### src/rtl/instruction_sequencer.sv
// rtl/instruction_sequencer.sv - program store and PC that issue one opcode per cycle to the instruction decoder
module instruction_sequencer #(
  parameter int                     INSTR_WIDTH = 4,
  parameter int                     ADDR_WIDTH  = 4,
  parameter logic [INSTR_WIDTH-1:0] OP_LDI      = 4'hD,
  parameter logic [INSTR_WIDTH-1:0] OP_NOP      = 4'hC
) (
  input  logic                   CLK,
  input  logic                   RESET_N,
  input  logic                   RUN,
  input  logic                   RESET_INSTR,
  input  logic                   PROG_WE,
  input  logic [ADDR_WIDTH-1:0]  PROG_ADDR,
  input  logic [INSTR_WIDTH-1:0] PROG_DATA,
  output logic [INSTR_WIDTH-1:0] INSTRUCTION,
  output logic                   INSTR_VALID,
  output logic [INSTR_WIDTH-1:0] IMM,
  output logic [ADDR_WIDTH-1:0]  PC,
  output logic                   WRAPPED
);

  localparam int DEPTH = 1 << ADDR_WIDTH;

  typedef enum logic {S_FETCH, S_IMM} state_e;

  state_e                 state_q, state_d;
  logic [ADDR_WIDTH-1:0]  pc_q, pc_d;
  logic [INSTR_WIDTH-1:0] instr_q, instr_d;
  logic                   valid_q, valid_d;
  logic [INSTR_WIDTH-1:0] imm_q, imm_d;
  logic                   wrapped_q, wrapped_d;

  logic [INSTR_WIDTH-1:0] mem [DEPTH];
  logic [INSTR_WIDTH-1:0] word;

  // Program store: written on the clock edge, so a same-cycle fetch still sees the old word
  always_ff @(posedge CLK) begin
    if (PROG_WE) begin
      mem[PROG_ADDR] <= PROG_DATA;
    end
  end

  assign word = mem[pc_q];

  // State register
  always_ff @(posedge CLK or negedge RESET_N) begin
    if (!RESET_N) begin
      state_q <= S_FETCH;
    end else begin
      state_q <= state_d;
    end
  end

  // Next state: restart beats pause, pause holds, otherwise LDI detours through IMM for one word
  always_comb begin
    state_d = state_q;
    if (RESET_INSTR) begin
      state_d = S_FETCH;
    end else if (RUN) begin
      case (state_q)
        S_FETCH: if (word == OP_LDI) state_d = S_IMM;
        S_IMM:   state_d = S_FETCH;
        default: state_d = S_FETCH;
      endcase
    end
  end

  // Output/datapath next values: anything not issued this edge is a NOP with valid low
  always_comb begin
    pc_d      = pc_q;
    instr_d   = OP_NOP;
    valid_d   = 1'b0;
    imm_d     = imm_q;
    wrapped_d = wrapped_q;
    if (RESET_INSTR) begin
      pc_d      = '0;
      wrapped_d = 1'b0;
    end else if (RUN) begin
      pc_d = pc_q + ADDR_WIDTH'(1);
      if (&pc_q) begin
        wrapped_d = 1'b1;
      end
      case (state_q)
        S_FETCH: begin
          if (word != OP_LDI) begin
            instr_d = word;
            valid_d = 1'b1;
          end
        end
        S_IMM: begin
          imm_d   = word;
          instr_d = OP_LDI;
          valid_d = 1'b1;
        end
        default: ;
      endcase
    end
  end

  // Registered outputs and program counter
  always_ff @(posedge CLK or negedge RESET_N) begin
    if (!RESET_N) begin
      pc_q      <= '0;
      instr_q   <= OP_NOP;
      valid_q   <= 1'b0;
      imm_q     <= '0;
      wrapped_q <= 1'b0;
    end else begin
      pc_q      <= pc_d;
      instr_q   <= instr_d;
      valid_q   <= valid_d;
      imm_q     <= imm_d;
      wrapped_q <= wrapped_d;
    end
  end

  assign INSTRUCTION = instr_q;
  assign INSTR_VALID = valid_q;
  assign IMM         = imm_q;
  assign PC          = pc_q;
  assign WRAPPED     = wrapped_q;

endmodule
### config.mk
export PLATFORM = sky130hd
export DESIGN_NAME = instruction_sequencer
export DESIGN_NICKNAME = d
export VERILOG_FILES = /design/src/rtl/instruction_sequencer.sv
export SDC_FILE = /design/constraint.sdc
export NUM_CORES = 1
export LEC_CHECK = 0
export BUFFER_PORTS_ARGS = -buffer_cell sky130_fd_sc_hd__buf_4
export CORE_ASPECT_RATIO = 0.8
export CORE_MARGIN = 4
export CORE_UTILIZATION = 58
export DETAILED_ROUTE_END_ITERATION = 16
export GPL_TIMING_DRIVEN = 0
export PLACE_DENSITY = 0.8
export SLEW_MARGIN = 20
export SYNTH_ARGS = -nofsm -noshare
export SYNTH_HDL_FRONTEND = slang
export SYNTH_SLANG_ARGS = --single-unit
### constraint.sdc
create_clock -name CLK -period 2.3 [get_ports CLK]
set_input_delay 0 -clock CLK [delete_from_list [all_inputs] [get_ports CLK]]
set_output_delay 0 -clock CLK [all_outputs]
set_load 0.01 [all_outputs]
==> flow_summary_export.csv <==
group,metric,value,unit
status,status,"finished clean",
final_layout,mostFrequentLayoutCells,"sky130_fd_sc_hd__edfxtp_1 (64), sky130_fd_sc_hd__buf_4 (26), sky130_fd_sc_hd__nor2_1 (22)",
synth,post_synth_inst_count,172,
clock_network,cts.htree.levels,3,
floorplanning,rows,23,
setup_path,worstPathMaxFanout,10,
detailed_routing,wirelength,5580,um
floorplanning,start_util,0.616,
detailed_routing,drt_first_pass_iters,4,
synth,synth_nets,186,
timing,achievable-frequency,466,MHz
timing,layout_worst_path_cycle_share,0.934,
setup_path,worstPathCellList,"buf_6 -> buf_8 -> mux4_1 -> a22o_1 -> nor2_4 -> nand4b_1 -> o31ai_1",
synth,synthDominantAreaCellType,"sky130_fd_sc_hd__edfxtp_1",
floorplanning,core-area,5150,um2
clock_network,numCtsBuffers,9,
synth,yosys.area.top_type_share,0.606,
detailed_routing,avgViaCountPerCell,5.92,
global_route,global_route_wire_length_before_repair,9190,um
placement,dpl.hpwl,4030,um
global_route,initial_antenna_violation_count,0,
clock_network,worstSkewPairLatency,0.34,ns
setup_path,cpPeakStageDelay,0.61,ns
floorplanning,die_w,90.7,um
global_route,number_of_global_route_vias_before_repair,1722,
timing,tightest_slew,0.701,ns
detailed_routing,drcViolationCount,0,
synth,count_of_different_cell_masters_after_synthesis,34,
floorplanning,ioPinCount,27,
setup_path,worstSetupEndpointType,"register",
clock_network,cts_tree,"built",
global_route,overflow_after_grt,0,
final_layout,antennaDiodeCount,0,
setup_path,setup.worst_path.start_class,"register",
clock_network,clk_transition_reported_paths,0.07,ns
setup_path,critPathRequiredTime,2.54,ns
final_layout,finalNetCount,229,
final_layout,fillCellCount,314,
timing,final-hold-violation-count,0,
setup_path,criticalPathCategory,"reg -> reg",
final_layout,fin_cells,282,
clock_network,clock_tree.root_cell,"sky130_fd_sc_hd__clkbuf_8",
placement,placedCellCount,259,
timing,slew_viol_final,0,
pwr,switching_power,605,uW
pwr,comb_power_share,0.095,
setup_path,critical_path_arrival,2.39,ns
detailed_routing,detail-route-antenna-nets,0,
pwr,power.internal,2220,uW
setup_path,slowest_stage,"sky130_fd_sc_hd__mux4_1",
synth,syn_area,3170,um2
placement,place.gp.congestion,0.763,
pwr,ir_worst_vdd,0.485,mV
detailed_routing,post_drt_wl_per_cell,19.8,um
final_layout,post_route_cells_drive_above_1_share,0.273,
synth,ff_latch_count_synth,79,
synth,synthesis.yosys.warnings,0,
worst_hold_path,worst_hold_path_type,"in -> async",
global_route,grt_max_degree,17,
placement,place.port_buffers,25,
pwr,p_seq_frac,0.571,
detailed_routing,drtIter0Drc,131,
clock_network,cts.sinks,79,
global_route,overall_global_routing_usage,0.190,
synth,ys_top_cells_by_area,"sky130_fd_sc_hd__edfxtp_1 (61%), sky130_fd_sc_hd__dfrtp_1 (10%), sky130_fd_sc_hd__mux4_1 (6.6%)",
timing,largest_clock_skew_in_the_final_design,0.00612,ns
synth,synth.avg_cell_area,18.4,um2
pwr,power.density_cell_area,765,nW/um2
setup_path,worst_path_dominant_cell_family,"multiplexers",
final_layout,layout_commonest_cell,"sky130_fd_sc_hd__edfxtp_1",
timing,fin_tns_setup,0,ns
pwr,pwr-share-clk,0.333,
timing,period_minus_slack,2.15,ns
pwr,leakage,0.00132,uW
floorplanning,die-height,74.1,um
timing,timing.final.setup_violations,0,
setup_path,critical_path.n_buffers_inverters,2,
timing,worst_hold_slack,0.0453,ns
clock_network,max_buffers_root_to_sink,2,
timing,rsz0062_at_grt,"false",
timing,slew_headroom,0.529,
pwr,p_sw_frac,0.214,
floorplanning,floorplan.die_area,6720,um2
detailed_routing,vias,1670,
final_layout,area_growth,16.4,%
synth,yosysSeqAreaShare,0.725,
job,drv.max_cap_violation_count,0,
cells by family (layout without fill, tap and decap cells):
| logic type | count (synthesis) | after routing | synth area share |
|---|---|---|---|
| flip-flops | 79 | 79 | 0.725 |
| AND/OR/NAND/NOR | 52 | 52 | 0.0836 |
| multiplexers | 20 | 20 | 0.140 |
| AO/OA/AOI/OAI | 11 | 11 | 0.0256 |
| buffers and inverters | 6 | 54 | 0.0130 |
| XOR/XNOR | 3 | 3 | 0.00829 |
| adder cells (fa/ha/maj) | 1 | 1 | 0.00394 |
state kept, by name (all words and copies together) (netlist names):
name,count
PC,4
IMM,4
mem,64
state_q,1
INSTR_VALID,1
WRAPPED,1
INSTRUCTION,4
metal layers:
metal  track usage  share of wire
met1         0.244           0.41
met2         0.308           0.50
met3        0.0718          0.082
met4        0.0594          0.012
met5             0              0
synthesized netlist by cell type:
| library cell | instances |
|---|---|
| sky130_fd_sc_hd__nor2_1 | 22 |
| sky130_fd_sc_hd__buf_1 | 1 |
| sky130_fd_sc_hd__and4bb_1 | 1 |
| sky130_fd_sc_hd__nand4_1 | 1 |
| sky130_fd_sc_hd__nand3b_1 | 2 |
| sky130_fd_sc_hd__nor2_4 | 1 |
| sky130_fd_sc_hd__o21a_1 | 1 |
| sky130_fd_sc_hd__nand4b_1 | 1 |
| sky130_fd_sc_hd__mux2_2 | 2 |
| sky130_fd_sc_hd__nand3_1 | 1 |
| sky130_fd_sc_hd__nor3_2 | 1 |
| sky130_fd_sc_hd__nand2_1 | 8 |
| sky130_fd_sc_hd__o21ai_0 | 2 |
| sky130_fd_sc_hd__mux4_2 | 9 |
| sky130_fd_sc_hd__xor2_1 | 2 |
| sky130_fd_sc_hd__buf_6 | 1 |
| sky130_fd_sc_hd__edfxtp_1 | 64 |
| sky130_fd_sc_hd__mux2i_1 | 1 |
| sky130_fd_sc_hd__o31ai_1 | 1 |
| sky130_fd_sc_hd__mux4_1 | 8 |
| sky130_fd_sc_hd__nand2b_1 | 4 |
| sky130_fd_sc_hd__clkbuf_1 | 3 |
| sky130_fd_sc_hd__xnor2_1 | 1 |
| sky130_fd_sc_hd__a31oi_1 | 1 |
| sky130_fd_sc_hd__a22oi_1 | 2 |
| sky130_fd_sc_hd__buf_8 | 1 |
| sky130_fd_sc_hd__ha_1 | 1 |
| sky130_fd_sc_hd__nor3_1 | 5 |
| sky130_fd_sc_hd__or3b_2 | 1 |
| sky130_fd_sc_hd__dfstp_2 | 2 |
| sky130_fd_sc_hd__and2_1 | 1 |
| sky130_fd_sc_hd__nor2b_1 | 3 |
| sky130_fd_sc_hd__a22o_1 | 4 |
| sky130_fd_sc_hd__dfrtp_1 | 13 |
final timing paths:
path                       slack, ns    startpoint  depth (start not counted)              to
setup / recovery                0.15         PC[0]                          7         state_q
hold / removal                  0.05       RESET_N                          2           PC[1]
setup reg to reg                0.15         PC[0]                          7         state_q
hold reg to reg                 0.48        IMM[1]                          2          IMM[1]
max in group asynchronous       2.02       RESET_N                          2  INSTRUCTION[2]
min in group CLK                0.08  PROG_ADDR[0]                          2      mem[12][0]
cell type report:
type,instances,area (um2),area share
buffer,6,42.5,0.0115
clock buffer,9,124,0.0335
clock inverter,7,63.8,0.0173
multi-input combinational,87,831,0.225
sequential,79,2300,0.623
tap,62,77.6,0.0210
timing repair buffer,32,255,0.0691
metrics by stage:
| stage | util | worst slack [ns] | total power, uW | area [um2] |
|---|---|---|---|---|
| finish | 0.717 | 0.152 | 2830 | 3690 |
| global route | 0.717 | 0.0249 | 2960 | 3690 |
| CTS | 0.716 | 0.0911 | 2850 | 3690 |
| detailed placement | 0.667 | -0.0781 | 1910 | 3440 |
| global placement | 0.667 | -0.0393 | 1890 | 3440 |
| floorplan | - | 0.308 | 1790 | 3170 |
power by group through the flow:
stage               Sequential (uW)  Combinational [uW]  Clock (uW)
finish                         1610                 270         943
global route                   1620                 294        1040
CTS                            1620                 270         965
detailed placement             1650                 262           0
global placement               1640                 251           0
floorplan                      1650                 140           0
what timing repair did:
item | in CTS | in global routing
setup buffers | 0 | 1
hold buffers | 6 | 0
endpoints found under the hold margin | 86 | 0
endpoints found under the setup margin | 3 | 1
gates cloned | 0 | 0
gates resized for setup | 1 | 0
No activity file was read; power rests on OpenSTA's default activity.
